`src/rtl/sn_to_bn_counter.sv`:
```
// sn_to_bn_counter: stochastic-to-binary converter; counts the ones in one
// fixed-length stochastic bitstream window and returns the binary magnitude.
//
// Ports:
//   i_clk_s2b    clock, all logic on posedge
//   i_rst_s2b    asynchronous active-high reset
//   i_start_s2b  begin a new window (sampled in IDLE only)
//   i_stop_s2b   abort the current window (beats start and the final bit)
//   i_sn_valid   i_sn_bit carries a stream bit this cycle
//   i_sn_bit     stochastic stream bit
//   o_busy       high while a window is being accumulated
//   o_done       one-cycle pulse, result registers updated
//   o_ones       raw ones count of the last completed window
//   o_x_bn       o_ones saturated to 2^OUT_W-1
module sn_to_bn_counter #(
    parameter int STREAM_LEN = 16,
    parameter int CNT_W      = $clog2(STREAM_LEN + 1),
    parameter int OUT_W      = 4
) (
    input  logic             i_clk_s2b,
    input  logic             i_rst_s2b,
    input  logic             i_start_s2b,
    input  logic             i_stop_s2b,
    input  logic             i_sn_valid,
    input  logic             i_sn_bit,
    output logic             o_busy,
    output logic             o_done,
    output logic [CNT_W-1:0] o_ones,
    output logic [OUT_W-1:0] o_x_bn
);

    localparam int SAT_MAX = (1 << OUT_W) - 1;

    typedef enum logic [1:0] {
        IDLE = 2'd0,
        ACC  = 2'd1,
        DONE = 2'd2
    } state_t;

    state_t           state_r;
    state_t           state_nx;
    logic [CNT_W-1:0] ones_r;
    logic [CNT_W-1:0] ones_nx;
    logic [CNT_W-1:0] bits_r;
    logic [CNT_W-1:0] bits_nx;
    logic [OUT_W-1:0] x_sat;

    always_comb begin
        state_nx = state_r;
        ones_nx  = ones_r;
        bits_nx  = bits_r;
        case (state_r)
            IDLE: begin
                // Stop beats start; stream bits of the start cycle are dropped.
                if (i_start_s2b && !i_stop_s2b) begin
                    ones_nx  = '0;
                    bits_nx  = '0;
                    state_nx = ACC;
                end
            end
            ACC: begin
                if (i_stop_s2b) begin
                    state_nx = IDLE;
                end else if (i_sn_valid) begin
                    bits_nx = bits_r + CNT_W'(1);
                    ones_nx = ones_r + CNT_W'(i_sn_bit);
                    // This accept is the last bit of the window.
                    if (bits_r == CNT_W'(STREAM_LEN - 1)) begin
                        state_nx = DONE;
                    end
                end
            end
            DONE: begin
                state_nx = IDLE;
            end
            default: begin
                state_nx = IDLE;
            end
        endcase
    end

    always_comb begin
        x_sat = OUT_W'(ones_r);
        if (32'(ones_r) > SAT_MAX) begin
            x_sat = OUT_W'(SAT_MAX);
        end
    end

    always_ff @(posedge i_clk_s2b or posedge i_rst_s2b) begin
        if (i_rst_s2b) begin
            state_r <= IDLE;
            ones_r  <= '0;
            bits_r  <= '0;
            o_done  <= 1'b0;
            o_ones  <= '0;
            o_x_bn  <= '0;
        end else begin
            state_r <= state_nx;
            ones_r  <= ones_nx;
            bits_r  <= bits_nx;
            // Result and pulse land together on the edge that leaves DONE.
            o_done  <= (state_r == DONE);
            if (state_r == DONE) begin
                o_ones <= ones_r;
                o_x_bn <= x_sat;
            end
        end
    end

    assign o_busy = (state_r == ACC);

endmodule

```
`config.mk`:
```
export PLATFORM = sky130hd
export DESIGN_NAME = sn_to_bn_counter
export DESIGN_NICKNAME = d
export VERILOG_FILES = /design/src/rtl/sn_to_bn_counter.sv
export SDC_FILE = /design/constraint.sdc
export NUM_CORES = 1
export LEC_CHECK = 0
export ABC_AREA = 1
export CAP_MARGIN = 20
export CELL_PAD_IN_SITES_DETAIL_PLACEMENT = 1
export CELL_PAD_IN_SITES_GLOBAL_PLACEMENT = 2
export CORE_ASPECT_RATIO = 1.4
export CORE_MARGIN = 5
export CORE_UTILIZATION = 33
export DETAILED_ROUTE_END_ITERATION = 12
export HOLD_SLACK_MARGIN = 0.06
export PLACE_DENSITY = 0.84
export SLEW_MARGIN = 5
export SYNTH_ARGS = -nofsm -noshare
export SYNTH_HDL_FRONTEND = slang
export SYNTH_SLANG_ARGS = --single-unit
```
`constraint.sdc`:
```
create_clock -name i_clk_s2b -period 3.4 [get_ports i_clk_s2b]
set_input_delay 0.68 -clock i_clk_s2b [delete_from_list [all_inputs] [get_ports i_clk_s2b]]
set_output_delay 0.68 -clock i_clk_s2b [all_outputs]
set_load 0.03 [all_outputs]
```
== Yosys cells after proc, flatten, opt, wreduce, memory -nomap -nowiden ==
Index checks and enable logic that the tools add are counted.

* Add/sub/neg operators: 2
* Order comparisons: 1
* Equality and inequality tests: 8
* Multiplexer cells: 13
* Reduce and logical (&&, ||, !) cells: 6

{| class="wikitable"
|+ Operator list
! cell !! number
|-
| $mux 5 || 5
|-
| $pmux 5 s2 || 2
|-
| $mux 2 || 4
|-
| $ne 2x2->1 const B || 3
|-
| $add 5x1->5 || 1
|-
| $add 5x1->5 const B || 1
|-
| $eq 5x4->1 const B || 1
|-
| $gt 5x4->1 const B || 1
|-
| $mux 4 || 1
|-
| $pmux 2 s2 || 1
|-
| $reduce_and 4->1 || 1
|-
| $ne 3x2->1 const B || 1
|-
| $ne 3x3->1 const B || 1
|-
| $reduce_and 3->1 || 1
|-
| $eq 2x1->1 const B || 1
|-
| $eq 2x2->1 const B || 1
|-
| $logic_not 2->1 || 1
|-
| $reduce_bool 2->1 || 1
|-
| $logic_and 1x1->1 || 1
|-
| $logic_not 1->1 || 1
|}

* Bits in registers: 22
* Word-level logic and storage cells: 36

== Longest topological paths before layout ==
Gate-level depths: netlist of run 1.

* Word-level depth: 5
* Mapped depth: 7
* Depth with buffers taken out: 7

== Worst setup path after synthesis of run 1 ==
No wires, ideal clock.

* Path type: reg-to-output
* From: register state_r[0]
* To: output port o_busy
* Data arrival time: 0.892 ns
* Required time: 2.720 ns
* Setup slack: 1.828 ns
* Cell stages (with the launch flop): 3
* Path through: dfrtp_1 -> inv_2 -> nor2_1

* Longest elaborated chain between the ends: 1

{| class="wikitable"
|+ Ends and longest elaborated chain
! what !! RTL line !! text
|-
| from (decl) || 40 || <nowiki>state_t state_r;</nowiki>
|-
| from (signal assigned) || 98 || <nowiki>state_r <= state_nx;</nowiki>
|-
| $eq 2x1->1 || 110 || <nowiki>assign o_busy = (state_r == ACC);</nowiki>
|-
| to (decl) || 26 || <nowiki>output logic o_busy,</nowiki>
|}

No other way between the ends.

== Worst setup path in the final report of run 1 ==
Ends and elaborated chain as after synthesis.

==> results of run 1 <==
==> cell usage after synthesis <==
| cell type | number |
|---|---|
| inv_2 | 3 |
| nand2_2 | 1 |
| nor2_8 | 1 |
| inv_1 | 12 |
| nand2_4 | 2 |
| nand4_4 | 1 |
| inv_6 | 1 |
| dfrtp_1 | 22 |
| a21oi_1 | 4 |
| nor3b_1 | 1 |
| nor2_1 | 15 |
| ha_1 | 4 |
| nand2_1 | 44 |
| nand3_1 | 15 |
| buf_6 | 1 |
| nand2_8 | 1 |
==> flip-flops by register name, indices dropped and copies added, names as in the netlist <==
| name | cells |
|---|---|
| o_done | 1 |
| ones_r | 5 |
| o_ones | 5 |
| bits_r | 5 |
| o_x_bn | 4 |
| state_r | 2 |
==> placed cells by master (no fill, tap or decap), types with 2 or more instances in the layout <==
cell type	instances
nor2_1	15
a21oi_1	4
dfrtp_1	22
nand2_4	2
inv_1	12
ha_1	4
clkbuf_8	3
nand2_1	44
inv_2	3
clkdlybuf4s50_1	16
nand3_1	15
==> metal layers <==
metal | part of all wire, % | routed length [um]
met2 | 56 | 1380
met4 | 1.1 | 27
met3 | 3.6 | 90
met1 | 39 | 975
met5 | 0 | 0
==> power by group <==
part	switching [W]	leakage (nW)	internal [W]	total, W
logic	0.0000442	0.351	0.0000267	0.0000709
clock network	0.0000923	0.0357	0.000157	0.000250
registers	0.00000988	0.304	0.000271	0.000281
==> worst max-delay path, cell delays in order (launching register included) <==
cell and delay, ps:
dfrtp_1 420, inv_2 80, nor2_1 160, clkdlybuf4s50_1 700
==> stage by stage <==
step / cells / hold slack, ps
global route: 186 / 505
detailed placement: 182 / 466
floorplan: 128 / 478
CTS: 186 / 490
global placement: 182 / 461
finish: 186 / 487
==> cells by family after synthesis <==
kind of cell / count (synthesis) / share of synthesized area, %
fa+ha+maj: 4 / 4.59
compound gates: 4 / 1.83
flops: 22 / 50.5
simple gates: 81 / 36.1
buf+inv: 17 / 7.00
==> worst min path at each step <==
stage,from,endpoint,cells past startpoint
final,o_ones[0],o_ones[0],2
after global routing,o_ones[3],o_ones[3],2
after CTS,o_ones[3],o_ones[3],2
after detailed placement,o_ones[3],o_ones[3],2
after global placement,o_ones[1],o_ones[1],2
after floorplan,bits_r[4],bits_r[4],2
==> cell type report <==
class	instances	area, um^2
multi-input combinational	89	464
sequential	22	551
timing repair buffer	16	160
clock buffer	3	41.3
fill	403	1790
tap	39	48.8
clock inverter	1	30.0
inverter	16	65.1
==> flow_summary_export.csv, run 1 <==
group,metric,value,unit
run_status,outcome,"complete, no violations",
power,cellPowerDensity,443,nW/um^2
place,place.port_buffers,16,
logic_synthesis,synth_cells,128,
global_route,grt_pass1_vias,954,
sta,fin_crit_sh,67.7,%
clock_tree,clock_latency,270,ps
routing,vias,875,
die,coreArea,3150,um^2
die,die-area,4570,um^2
die,io_pins,17,
global_route,grt-busiest-layer,"met2",
logic_synthesis,synth_fp_nets,138,
logic_synthesis,synth.distinct_cells,16,
sta,setup_violations,0,
setup_path,cp_data_required_time,2720,ps
routing,drt-pass1-iter-count,2,
setup_path,cp.arrival,1620,ps
global_route,grt_usage,12.3,%
sta,final_max_slew_viol_count,0,
sta,slew_headroom,41.7,%
routing,wl_per_cell,13.3,um
sta,setup_slack,1100,ps
power,power,0.000602,W
layout,final_nets,158,
layout,design_area,1360,um^2
die,initial_core_util,34.6,%
setup_path,crit_end,"o_busy",
sta,fin_tns_setup,0,ps
place,hpwlAfterDp,1830,um
sta,worst_slew_pin_slew,873,ps
logic_synthesis,yosysWarningCount,0,
logic_synthesis,synth_area,1090,um^2
die,num_rows,24,
clock_tree,cts.clk_slew.worst_paths,80,ps
die,die_w,58.6,um
setup_path,startpoint,"state_r[0]",
clock_tree,cts_buffers,3,
setup_path,start_kind,"flop",
setup_path,r2r_start,"bits_r[0]",
setup_path,crit_type,"flop to primary output",
setup_path,end_kind,"primary output",
power,ir_drop,0.209,mV
die,die_h,78.0,um
place,gp_congestion,0.733,
place,place_ws,1330,ps
logic_synthesis,syn_avg_cell_area,8.52,um^2
flow_run,maxCapViolations,0,
logic_synthesis,synthTopCellsByArea,"dfrtp_1 50%, nand2_1 15%, nand3_1 6.9%",
global_route,use_met2,23.4,%
layout,fin_util,43.1,%
sta,skew,5.69,ps
logic_synthesis,synth-seq-cells,22,
sta,fin_crit,2300,ps
logic_synthesis,synth_area_leader_cell,"dfrtp_1",
routing,dr.first_iter.drc_count,18,
global_route,grt_use_met1,13.4,%
clock_tree,cts_setup_buffers,0,
clock_tree,clock-sinks,22,
layout,syn_to_final_growth,24.7,%
global_route,grt_first_pass_wirelength,4420,um
clock_tree,cts_resized,0,
global_route,grt_start_max_net_pins,23,
clock_tree,ctsRootBufferMaster,"clkbuf_8",
logic_synthesis,synth_top_area_share,50.5,%
sta,rsz0062_at_grt,"false",
setup_path,reg2reg_slack,2090,ps
clock_tree,cts_tree,"done",
clock_tree,hold_buffers,0,
sta,hold_viol,0,
layout,drive_above_1_share,9.52,%
sta,clock.fmax,434,MHz
setup_path,critPathMaxFanout,3,
routing,drc,0,
routing,vias_per_cell,4.70,
routing,drt-total-wl,2470,um
global_route,overflow,0,
global_route,use_met3,2.13,%
clock_tree,cts_buffer_depth,2,
clock_tree,htreeDepth,1,
global_route,antenna_found_initial,0,
hold_path,hold_path_class,"flop to flop",
layout,antennaDiodeCount,0,
setup_path,reg2reg_depth,7,
place,placed_area,1290,um^2
routing,postRouteAntennaNets,0,
logic_synthesis,seq_area_frac_synth,50.5,%
power,power_leakage,0.691,nW
setup_path,regToRegEndpoint,"bits_r[4]",
(Power assumes the default switching activity.)
==> run 2: changes to the inputs <==
--- a/config.mk
+++ b/config.mk
@@ -11,10 +11,10 @@
 export CELL_PAD_IN_SITES_GLOBAL_PLACEMENT = 2
 export CORE_ASPECT_RATIO = 1.4
 export CORE_MARGIN = 5
-export CORE_UTILIZATION = 33
+export CORE_UTILIZATION = 28
 export DETAILED_ROUTE_END_ITERATION = 12
 export HOLD_SLACK_MARGIN = 0.06
-export PLACE_DENSITY = 0.84
+export PLACE_DENSITY = 0.76
 export SLEW_MARGIN = 5
 export SYNTH_ARGS = -nofsm -noshare
 export SYNTH_HDL_FRONTEND = slang
==> constraint.sdc (replaced) <==
create_clock -name i_clk_s2b -period 2.04 [get_ports i_clk_s2b]
set_input_delay 0.408 -clock i_clk_s2b [delete_from_list [all_inputs] [get_ports i_clk_s2b]]
set_output_delay 0.408 -clock i_clk_s2b [all_outputs]
set_load 0.03 [all_outputs]
==> run 2 against run 1 <==
Effect of this change:
- worst hold slack worse by 5.0 ps
- power up 52%
- highest routed layer unchanged
- largest power group unchanged
- utilization down 6.5 points
- first-iteration DRC count increased by 83%
- sequential cell count unchanged
==> flow_summary_export.csv, run 2 (synthesized netlist as in run 1, its figures left out) <==
group,metric,value,unit
run_status,outcome,"complete, no violations",
place,dp.cells,186,
power,p_sw_share,26.9,%
setup_path,cp_data_required_time,1630,ps
routing,postRouteAntennaNets,0,
die,die-area,5260,um^2
sta,clock.fmax,585,MHz
clock_tree,cts.clk_slew.worst_paths,90,ps
die,coreArea,3710,um^2
setup_path,critPathSlowestCell,"clkdlybuf4s50_1",
setup_path,crit_type,"flop to primary output",
setup_path,end_kind,"primary output",
setup_path,cp_cell_sequence,"clkdlybuf4s50_1",
setup_path,cp.arrival,1300,ps
sta,skew,1.63,ps
sta,rsz0062_at_grt,"false",
die,die_h,83.9,um
die,initial_core_util,29.4,%
setup_path,crit_family,"buffers and inverters",
clock_tree,cts_buffers,3,
setup_path,cp_slowest_stage_delay,670,ps
routing,drc,0,
layout,most-common-layout-cells,"44 x nand2_1, 22 x dfrtp_1, 15 x nor2_1, 15 x nand3_1, 15 x clkdlybuf4s50_1",
die,io_pins,17,
sta,setup_violations,0,
clock_tree,htreeDepth,1,
sta,fin_crit,1710,ps
routing,drt-total-wl,2570,um
global_route,grt_first_pass_wirelength,4600,um
sta,fin_crit_sh,83.8,%
global_route,grt_pass1_vias,986,
clock_tree,cts_tree,"done",
power,p_int,0.000670,W
layout,stdcell_count,190,
power,pwr-share-clk,35.6,%
flow_run,maxCapViolations,0,
global_route,overflow,0,
power,ir_drop,0.260,mV
place,hpwlAfterDp,1900,um
setup_path,startpoint,"o_ones[1]",
layout,drive_above_1_share,10.1,%
clock_tree,ctsRootBufferMaster,"clkbuf_8",
global_route,grt_usage,10.7,%
global_route,antenna_found_initial,0,
sta,fin_tns_setup,0,ps
place,gp_congestion,0.750,
layout,syn_to_final_growth,24.4,%
die,die_w,62.8,um
global_route,grt_start_max_net_pins,23,
layout,final_common_cell,"nand2_1",
sta,worst_slew_pin_slew,326,ps
power,power_leakage,0.702,nW
layout,final_nets,159,
layout,antennaDiodeCount,0,
setup_path,reg2reg_depth,7,
sta,final_max_slew_viol_count,0,
setup_path,crit_cells,1,
clock_tree,hold_buffers,0,
power,power_frac_comb,13.2,%
setup_path,crit_buf_inv,1,
clock_tree,clock_latency,260,ps
routing,drt-pass1-iter-count,3,
power,cellPowerDensity,675,nW/um^2
power,power_frac_seq,51.2,%
routing,vias,882,
clock_tree,cts_buffer_depth,2,
clock_tree,clock-sinks,22,
sta,hold_viol,0,
power,switching_power,0.000246,W
place,place.port_buffers,16,
setup_path,reg2reg_slack,730,ps
routing,wl_per_cell,13.5,um
sta,slew_headroom,78.2,%
die,num_rows,26,
layout,reg_top3,"bits_r: 5 flops, o_ones: 5 flops, ones_r: 5 flops",
setup_path,critPathMaxFanout,2,
hold_path,hold_path_class,"input pin to async pin",
setup_path,crit_end,"o_ones[1]",
setup_path,start_kind,"flop",
setup_path,r2r_start,"bits_r[0]",
setup_path,regToRegEndpoint,"bits_r[4]",
routing,vias_per_cell,4.64,
routing,dr.first_iter.drc_count,33,
==> run 2: cell count changes in the layout (fill, tap and decap cells not counted), sizes merged <==
| cell | before | now |
|---|---|---|
| buf | 0 | 1 |
| clkdlybuf4s50 | 16 | 15 |
| bufinv | 1 | 0 |
| dlymetal6s2s | 0 | 1 |
| clkbuf | 3 | 4 |
==> run 2: worst min path at each step <==
stage,start,to,cells after the start
6_report,i_rst_s2b,state_r[0],3
5_1_grt,o_ones[0],o_ones[0],2
4_1_cts,o_ones[3],o_ones[3],2
3_5_place_dp,o_ones[3],o_ones[3],2
3_3_place_gp,o_ones[1],o_ones[1],2
2_1_floorplan,i_rst_s2b,bits_r[0],1
==> run 2: cell type report <==
class	instances	area, um^2
clock buffers	4	55.1
fillers	465	2350
inverters	16	65.1
multi-input cells	89	464
flip-flops and latches	22	551
well taps	42	52.6
repair buffers	17	170
==> run 2: per-stage QoR <==
| step | cell area (um^2) | util [%] | setup slack [ps] | hold WS [ps] | total power [W] |
|---|---|---|---|---|---|
| floorplan | 1090 | - | 740 | 397 | 0.000560 |
| global placement | 1300 | 35.1 | 327 | 462 | 0.000595 |
| detailed placement | 1300 | 35.1 | 258 | 467 | 0.000603 |
| CTS | 1360 | 36.5 | 38.0 | 490 | 0.000926 |
| global route | 1360 | 36.6 | 279 | 522 | 0.000962 |
| finish | 1360 | 36.6 | 330 | 482 | 0.000917 |
==> run 2: power groups by stage <==
stage	Clock, W	Combinational (W)	Sequential (W)
finish	0.000326	0.000121	0.000469
global route	0.000351	0.000139	0.000472
CTS	0.000330	0.000126	0.000470
detailed placement	0	0.000124	0.000479
global placement	0	0.000118	0.000477
floorplan	0	0.0000855	0.000475
==> run 2: routing by layer <==
metal	wire length [um]	GRT usage [%]	vias to the layer above
met5	0	0	-
met4	79	5.02	0
met3	89	2.43	9
met2	1320	19.5	18
met1	1080	11.3	418
li1	-	-	437
==> run 2: timing repair <==
action,4_1_cts,5_1_grt
endpoints found under the setup margin,0,1
buffers inserted,0,0
resized for setup,0,1
